<file path="src/rtl/mem_arbiter_if.sv">
// Requester / RAM bundle of the single-port memory arbiter.
// The master side is everything around the arbiter (fetcher, LSQ, RAM); the slave side is the arbiter.
interface mem_arbiter_if #(
  parameter int ADDR_WIDTH = 32,
  parameter int DATA_WIDTH = 32
);
  logic                  in_rollback;
  logic                  in_if_ena;
  logic [ADDR_WIDTH-1:0] in_if_addr;
  logic                  out_if_ready;
  logic [DATA_WIDTH-1:0] out_if_data;
  logic                  in_ls_ena;
  logic                  in_ls_we;
  logic [1:0]            in_ls_size;
  logic [ADDR_WIDTH-1:0] in_ls_addr;
  logic [DATA_WIDTH-1:0] in_ls_data;
  logic                  out_ls_ready;
  logic [DATA_WIDTH-1:0] out_ls_data;
  logic [ADDR_WIDTH-1:0] out_ram_addr;
  logic                  out_ram_wr;
  logic [7:0]            out_ram_dout;
  logic [7:0]            in_ram_din;

  modport master (
    output in_rollback, in_if_ena, in_if_addr, in_ls_ena, in_ls_we, in_ls_size,
           in_ls_addr, in_ls_data, in_ram_din,
    input  out_if_ready, out_if_data, out_ls_ready, out_ls_data,
           out_ram_addr, out_ram_wr, out_ram_dout
  );

  modport slave (
    input  in_rollback, in_if_ena, in_if_addr, in_ls_ena, in_ls_we, in_ls_size,
           in_ls_addr, in_ls_data, in_ram_din,
    output out_if_ready, out_if_data, out_ls_ready, out_ls_data,
           out_ram_addr, out_ram_wr, out_ram_dout
  );
endinterface

</file>
<file path="src/rtl/mem_arbiter.sv">
// Round-robin arbiter sharing a byte-wide single-port RAM between instruction fetch and the LSQ.
// Each access is split into byte beats; read data is assembled little-endian and returned with a ready pulse.
module mem_arbiter #(
  parameter int ADDR_WIDTH = 32,
  parameter int DATA_WIDTH = 32
) (
  input logic         clk,
  input logic         rst,
  mem_arbiter_if.slave bus
);
  typedef enum logic [1:0] {IDLE, READ, WRITE} state_t;
  typedef enum logic       {REQ_IF, REQ_LS}    req_t;

  state_t                state, state_nx;
  req_t                  cur, last_grant;
  logic                  if_pend, ls_pend;
  logic [ADDR_WIDTH-1:0] if_addr_q, ls_addr_q, base;
  logic                  ls_we_q;
  logic [1:0]            ls_size_q;
  logic [DATA_WIDTH-1:0] ls_data_q, wdata, rdata, rdata_nx;
  logic [2:0]            beat, nbeats;
  logic                  if_live, ls_live, grant_if, grant_ls, if_busy, ls_busy;
  logic                  if_ready, ls_ready;
  logic [DATA_WIDTH-1:0] if_data, ls_data;
  logic [ADDR_WIDTH-1:0] ram_addr;
  logic                  ram_wr;
  logic [7:0]            ram_dout;

  // A rollback edge must never start a read, so pending flags are filtered before arbitration.
  assign if_live  = if_pend & ~bus.in_rollback;
  assign ls_live  = ls_pend & ~(bus.in_rollback & ~ls_we_q);
  assign if_busy  = (state != IDLE) && (cur == REQ_IF);
  assign ls_busy  = (state != IDLE) && (cur == REQ_LS);
  assign rdata_nx = rdata | (DATA_WIDTH'(bus.in_ram_din) << {beat - 3'd1, 3'b000});

  always_comb begin
    // NOTE: every signal gets a default first so no path leaves it unassigned and infers a latch.
    state_nx = state;
    grant_if = 1'b0;
    grant_ls = 1'b0;
    ram_addr = '0;
    ram_wr   = 1'b0;
    ram_dout = 8'h00;
    case (state)
      IDLE: begin
        if (if_live && ls_live) begin
          grant_ls = (last_grant == REQ_IF);
          grant_if = (last_grant == REQ_LS);
        end else begin
          grant_if = if_live;
          grant_ls = ls_live;
        end
        if (grant_if)      state_nx = READ;
        else if (grant_ls) state_nx = ls_we_q ? WRITE : READ;
      end
      READ: begin
        if (beat < nbeats) ram_addr = base + ADDR_WIDTH'(beat);
        if (bus.in_rollback || beat == nbeats) state_nx = IDLE;
      end
      WRITE: begin
        ram_wr   = 1'b1;
        ram_addr = base + ADDR_WIDTH'(beat);
        ram_dout = wdata[{beat[1:0], 3'b000} +: 8];
        if (beat == nbeats - 3'd1) state_nx = IDLE;
      end
      default: state_nx = IDLE;
    endcase
  end

  always_ff @(posedge clk) begin
    // NOTE: sequential state uses non-blocking assignments so every register sees pre-edge values.
    if (!rst) begin
      state      <= IDLE;
      cur        <= REQ_IF;
      last_grant <= REQ_IF;
      if_pend    <= 1'b0;
      ls_pend    <= 1'b0;
      if_addr_q  <= '0;
      ls_addr_q  <= '0;
      ls_we_q    <= 1'b0;
      ls_size_q  <= 2'd0;
      ls_data_q  <= '0;
      base       <= '0;
      wdata      <= '0;
      rdata      <= '0;
      beat       <= 3'd0;
      nbeats     <= 3'd0;
      if_ready   <= 1'b0;
      ls_ready   <= 1'b0;
      if_data    <= '0;
      ls_data    <= '0;
    end else begin
      state    <= state_nx;
      if_ready <= 1'b0;
      ls_ready <= 1'b0;

      if (grant_if || bus.in_rollback) begin
        if_pend <= 1'b0;
      end else if (bus.in_if_ena && !if_pend && !if_busy) begin
        if_pend   <= 1'b1;
        if_addr_q <= bus.in_if_addr;
      end

      // Committed stores survive rollback; loads in flight or arriving with it are dropped.
      if (grant_ls) begin
        ls_pend <= 1'b0;
      end else if (ls_pend) begin
        if (bus.in_rollback && !ls_we_q) ls_pend <= 1'b0;
      end else if (bus.in_ls_ena && !ls_busy && (bus.in_ls_we || !bus.in_rollback)) begin
        ls_pend   <= 1'b1;
        ls_addr_q <= bus.in_ls_addr;
        ls_we_q   <= bus.in_ls_we;
        ls_size_q <= bus.in_ls_size;
        ls_data_q <= bus.in_ls_data;
      end

      if (grant_if || grant_ls) begin
        cur        <= grant_if ? REQ_IF : REQ_LS;
        last_grant <= grant_if ? REQ_IF : REQ_LS;
        base       <= grant_if ? if_addr_q : ls_addr_q;
        wdata      <= ls_data_q;
        rdata      <= '0;
        beat       <= 3'd0;
        if (grant_if || ls_size_q[1]) nbeats <= 3'd4;
        else                          nbeats <= ls_size_q[0] ? 3'd2 : 3'd1;
      end

      if (state == READ && !bus.in_rollback) begin
        beat <= beat + 3'd1;
        if (beat != 3'd0) rdata <= rdata_nx;
        if (beat == nbeats) begin
          if (cur == REQ_IF) begin
            if_ready <= 1'b1;
            if_data  <= rdata_nx;
          end else begin
            ls_ready <= 1'b1;
            ls_data  <= rdata_nx;
          end
        end
      end

      if (state == WRITE) begin
        beat <= beat + 3'd1;
        if (beat == nbeats - 3'd1) ls_ready <= 1'b1;
      end
    end
  end

  assign bus.out_if_ready = if_ready;
  assign bus.out_if_data  = if_data;
  assign bus.out_ls_ready = ls_ready;
  assign bus.out_ls_data  = ls_data;
  assign bus.out_ram_addr = ram_addr;
  assign bus.out_ram_wr   = ram_wr;
  assign bus.out_ram_dout = ram_dout;
endmodule

</file>
<file path="src/flat_wrapper.sv">
// flat-port wrapper written by rule: the top's interface ports become plain ports
module mem_arbiter_flat 
#(
  parameter int ADDR_WIDTH = 32,
  parameter int DATA_WIDTH = 32
)
  (clk, rst, bus_in_rollback, bus_in_if_ena, bus_in_if_addr, bus_in_ls_ena, bus_in_ls_we, bus_in_ls_size, bus_in_ls_addr, bus_in_ls_data, bus_in_ram_din, bus_out_if_ready, bus_out_if_data, bus_out_ls_ready, bus_out_ls_data, bus_out_ram_addr, bus_out_ram_wr, bus_out_ram_dout);
  mem_arbiter_if #(.ADDR_WIDTH(ADDR_WIDTH), .DATA_WIDTH(DATA_WIDTH)) bus_i ();
  input logic clk;
  input logic rst;
  input wire logic [$bits(bus_i.in_rollback)-1:0] bus_in_rollback;
  input wire logic [$bits(bus_i.in_if_ena)-1:0] bus_in_if_ena;
  input wire logic [$bits(bus_i.in_if_addr)-1:0] bus_in_if_addr;
  input wire logic [$bits(bus_i.in_ls_ena)-1:0] bus_in_ls_ena;
  input wire logic [$bits(bus_i.in_ls_we)-1:0] bus_in_ls_we;
  input wire logic [$bits(bus_i.in_ls_size)-1:0] bus_in_ls_size;
  input wire logic [$bits(bus_i.in_ls_addr)-1:0] bus_in_ls_addr;
  input wire logic [$bits(bus_i.in_ls_data)-1:0] bus_in_ls_data;
  input wire logic [$bits(bus_i.in_ram_din)-1:0] bus_in_ram_din;
  output wire logic [$bits(bus_i.out_if_ready)-1:0] bus_out_if_ready;
  output wire logic [$bits(bus_i.out_if_data)-1:0] bus_out_if_data;
  output wire logic [$bits(bus_i.out_ls_ready)-1:0] bus_out_ls_ready;
  output wire logic [$bits(bus_i.out_ls_data)-1:0] bus_out_ls_data;
  output wire logic [$bits(bus_i.out_ram_addr)-1:0] bus_out_ram_addr;
  output wire logic [$bits(bus_i.out_ram_wr)-1:0] bus_out_ram_wr;
  output wire logic [$bits(bus_i.out_ram_dout)-1:0] bus_out_ram_dout;
  assign bus_i.in_rollback = bus_in_rollback;
  assign bus_i.in_if_ena = bus_in_if_ena;
  assign bus_i.in_if_addr = bus_in_if_addr;
  assign bus_i.in_ls_ena = bus_in_ls_ena;
  assign bus_i.in_ls_we = bus_in_ls_we;
  assign bus_i.in_ls_size = bus_in_ls_size;
  assign bus_i.in_ls_addr = bus_in_ls_addr;
  assign bus_i.in_ls_data = bus_in_ls_data;
  assign bus_i.in_ram_din = bus_in_ram_din;
  assign bus_out_if_ready = bus_i.out_if_ready;
  assign bus_out_if_data = bus_i.out_if_data;
  assign bus_out_ls_ready = bus_i.out_ls_ready;
  assign bus_out_ls_data = bus_i.out_ls_data;
  assign bus_out_ram_addr = bus_i.out_ram_addr;
  assign bus_out_ram_wr = bus_i.out_ram_wr;
  assign bus_out_ram_dout = bus_i.out_ram_dout;
  mem_arbiter #(.ADDR_WIDTH(ADDR_WIDTH), .DATA_WIDTH(DATA_WIDTH)) u_core (.clk(clk), .rst(rst), .bus(bus_i));
endmodule
</file>
<file path="config.mk">
export PLATFORM = sky130hd
export DESIGN_NAME = mem_arbiter_flat
export DESIGN_NICKNAME = d
export VERILOG_FILES = /design/src/rtl/mem_arbiter_if.sv /design/src/rtl/mem_arbiter.sv /design/src/flat_wrapper.sv
export SDC_FILE = /design/constraint.sdc
export NUM_CORES = 1
export LEC_CHECK = 0
export BUFFER_PORTS_ARGS = -buffer_cell sky130_fd_sc_hd__clkbuf_2
export CAP_MARGIN = 10
export CELL_PAD_IN_SITES_DETAIL_PLACEMENT = 1
export CELL_PAD_IN_SITES_GLOBAL_PLACEMENT = 1
export CORE_ASPECT_RATIO = 1.2
export CORE_MARGIN = 3
export CORE_UTILIZATION = 42
export CTS_BUF_LIST = sky130_fd_sc_hd__clkbuf_2 sky130_fd_sc_hd__clkbuf_4 sky130_fd_sc_hd__clkbuf_8
export CTS_CLUSTER_DIAMETER = 100
export DETAILED_ROUTE_END_ITERATION = 7
export PLACE_DENSITY_LB_ADDON = 0.1
export SLEW_MARGIN = 30
export SYNTH_ARGS = -nofsm -noshare
export SYNTH_HDL_FRONTEND = slang
export SYNTH_SLANG_ARGS = --single-unit
export TNS_END_PERCENT = 5
</file>
<file path="constraint.sdc">
create_clock -name clk -period 3.22 [get_ports clk]
set_input_delay 0 -clock clk [delete_from_list [all_inputs] [get_ports clk]]
set_output_delay 0 -clock clk [all_outputs]
set_load 0.05 [all_outputs]
</file>
==> reports/metrics.cfg <==
[run_status]
status = finished, final reports clean

[layout]
nets = 1788
seq_area_um2 = 5450
multiInputGateArea_um2 = 5400
drive_gt1_share_pct = 20.3
area_growth_syn_to_layout_pct = 33.8
final_core_util_pct = 57.2
fillers = 3182

[logic_synthesis]
synth_top_family_by_area = compound AO/OA/AOI/OAI gates
synth.top_cell.area_share_pct = 48.4
syn_nets = 1464
synth-simple-area-share_pct = 16.8
yosys-top-cells-area = dfxtp_1 48%, nand2_1 9.2%, a21boi_0 8.4%, a21oi_1 7.3%, o21ai_0 4.8%
synth_fa_ha_area_share_pct = 1.62
yosys.area.top_type = dfxtp_1
ys_types = 46
synthMuxAreaShare_pct = 4.62
synth_edf_count = 0
synth_xor_area_share_pct = 2.57
netlist_instances = 1338
synth_warnings = 0
synth-async-reset-ratio_pct = 0
synth_compound_area_share_pct = 21.8
yosys_most_used_dff = dfxtp_1
synth_seq_cells = 272
synthesis.area_um2 = 11300
ys_seq_area_share_pct = 48.4
avgSynthCellArea_um2 = 8.41

[job]
max_cap_viol_count = 0

[floorplan]
fp.dieH_um = 185
die_area_um2 = 28800
io_pins = 219
coreArea_um2 = 26400
initial_core_util_pct = 42.7
die_w_um = 155
rows = 65

[placement]
dp_slack_ns = 0.671
port_buffers = 218
gp_congestion = 0.795
post-dp-hpwl_um = 21700

[sta]
worstMarginPinSlew_ns = 0.793
finalWorstSetupSlack_ns = 0.263
period_share_pct = 91.8
hold_viol_final = 0
timing.fmax_mhz = 338
hold_slack_ns = 0.252
rsz0062_at_grt = false
fin_skew_ns = 0.0205
report.final.slew_viol_count = 0
tns_ns = 0
relSlewSlack_pct = 46.7
fin_crit_ns = 2.96
setup_violations = 0

[detailed_routing]
drt.antenna.violating_nets = 0
via_count = 10600
detail_route.wl_per_cell_um = 17.2
drtIter0Drc = 468
drt-total-wl_um = 34800
drtPass1Iterations = 4
routed_via_density = 5.21
drcViolationCount = 0

[clock_tree]
cts.root.buffer_cell = clkbuf_8
cts.sinks = 272
htree_levels = 2
clk_pin_slew_ns = 0.07
cts_made_buffers = 44
clk_latency_ns = 0.55
cts_tree = yes
cts_resized = 0
clock_path_buffers = 3

[min_path]
whs_endpoint = u_core.ls_data_q[10]
min_path_type = input port to flop
hold_depth = 4
min_from = bus_in_ls_data[10]

[global_routing]
antenna_found_initial = 2
overflow = 0
grt_pass1_vias = 11000
grt_pass1_wl_um = 56300
grt_use_total_pct = 23.7
grt_start_max_net_pins = 166

[worst_setup_path]
end_kind = flop
crit-reg2reg-capture = u_core.ls_addr_q[6]
start_kind = flop
critPathArrivalTime_ns = 3.44
cp_max_fo = 24
rrSetupSlack_ns = 0.26
ff2ff_path_depth = 9
cp.required_ns = 3.70
criticalPathCategory = flop to flop
slowest_stage = and4b_2
slowest_delay_ns = 0.68
crit_chain = inv_1 -> ha_1 -> inv_1 -> nand2_1 -> and4b_2 -> buf_4 -> nand2_1 -> a21boi_0 -> dlygate4sd3_1
r2r_start = u_core.state[0]

[pwr]
power_mw = 8.62
power_leakage_nw = 6.21
p_per_area_nw_per_um2 = 572
peakVddDrop_uv = 309

==> sequential cells by signal, summed over array words and instances (netlist names) <==
signal and flops:
u_core.base 32, u_core.beat 3, u_core.bus.out_if_data 32, u_core.bus.out_if_ready 1
u_core.bus.out_ls_data 32, u_core.bus.out_ls_ready 1, u_core.cur 1, u_core.if_addr_q 32
u_core.if_pend 1, u_core.ls_addr_q 32, u_core.ls_data_q 32, u_core.ls_pend 1
u_core.ls_size_q 2, u_core.ls_we_q 1, u_core.nbeats 3, u_core.rdata 32
u_core.state 2, u_core.wdata 32
==> Yosys cell counts (7+ instances only) <==
cell type	number
nor2_1	75
mux4_2	8
a21boi_1	8
buf_1	7
dfxtp_1	272
a21oi_1	165
xnor2_1	9
buf_2	10
xor2_1	24
inv_1	17
ha_1	13
clkbuf_1	89
nand3_1	23
mux2i_1	34
a21boi_0	126
and2_1	15
o21ai_0	108
nand4_1	12
nand2_1	275
==> stage by stage <==
stage               cell area, um^2  std cells
finish                        15100       2029
detailed placement            12700       1809
CTS                           15100       2027
global route                  15100       2029
global placement              12700       1809
floorplan                     11300       1338
==> worst max-delay path, delay by kind of cell (launching register included) <==
family          cells  cell delay, ns
fa+ha+maj           1            0.34
buf+inv             4            1.12
flops               1            0.33
simple gates        3            0.88
compound gates      1            0.23
==> final cells by class <==
| type | count | share of cell area [%] |
|---|---|---|
| diodes | 2 | 0.0332 |
| clock buffers | 69 | 5.85 |
| clock inverters | 7 | 0.473 |
| inverters | 17 | 0.424 |
| multi-input cells | 943 | 35.9 |
| flip-flops and latches | 272 | 36.1 |
| well taps | 335 | 2.78 |
| repair buffers | 384 | 18.4 |
==> layout by cell type (no fill, tap or decap), types with 3 or more instances in the layout <==
master	synthesis	routed
nand2_1	275	274
dfxtp_1	272	272
clkbuf_2	0	215
a21oi_1	165	165
dlygate4sd3_1	0	142
a21boi_0	126	126
o21ai_0	108	108
nor2_1	75	75
clkbuf_8	0	58
mux2i_1	34	34
xor2_1	24	24
nand3_1	23	23
buf_4	0	20
inv_1	17	17
and2_1	15	15
ha_1	13	13
nand4_1	12	12
clkbuf_4	0	11
xnor2_1	9	9
mux4_2	8	8
a21boi_1	8	7
and3_1	6	6
buf_12	0	6
nor2b_1	5	5
nand2b_1	5	5
nor3_2	2	4
nor3_1	5	3
or3_1	3	3
inv_6	0	3
clkinv_2	0	3
==> cells by family (layout without fill, tap and decap cells) <==
kind of cell,after synthesis,after routing
DFF,272,272
other,0,2
buffers and inverters,123,477
muxes,42,42
xor gates and xnor gates,33,33
adders and majority gates,14,14
and+or+nand+nor,438,438
AOI/OAI and AO/OA,416,416
==> per-layer routing <==
metal | routed length, um | share of wire (%) | GRT usage, %
met5 | 0 | 0 | 0
met4 | 968 | 2.8 | 7.99
met3 | 1410 | 4.0 | 3.62
met2 | 17600 | 50 | 42.5
met1 | 14900 | 43 | 28.9
==> what timing repair did <==
item | in CTS | in global routing
endpoints found under the hold margin | 215 | 0
buffers inserted | 0 | 0
hold buffers | 142 | 0
==> report_power, final <==
group / internal [mW] / switching (mW) / total (mW)
clock: 1.82 / 1.36 / 3.18
combinational: 0.572 / 1.08 / 1.65
sequential: 3.62 / 0.167 / 3.78
==> how the worst max path moves through the flow <==
stage	from	depth (start not counted)	to
2_1_floorplan	u_core.beat[1]	9	bus_out_ram_addr[28]
3_3_place_gp	u_core.beat[0]	6	u_core.bus.out_ls_data[27]
3_5_place_dp	u_core.beat[0]	8	u_core.bus.out_ls_data[21]
4_1_cts	u_core.beat[2]	7	bus_out_ram_addr[31]
5_1_grt	u_core.base[0]	10	bus_out_ram_addr[28]
6_report	u_core.state[0]	9	u_core.ls_addr_q[6]
(Power assumes the default switching activity.)
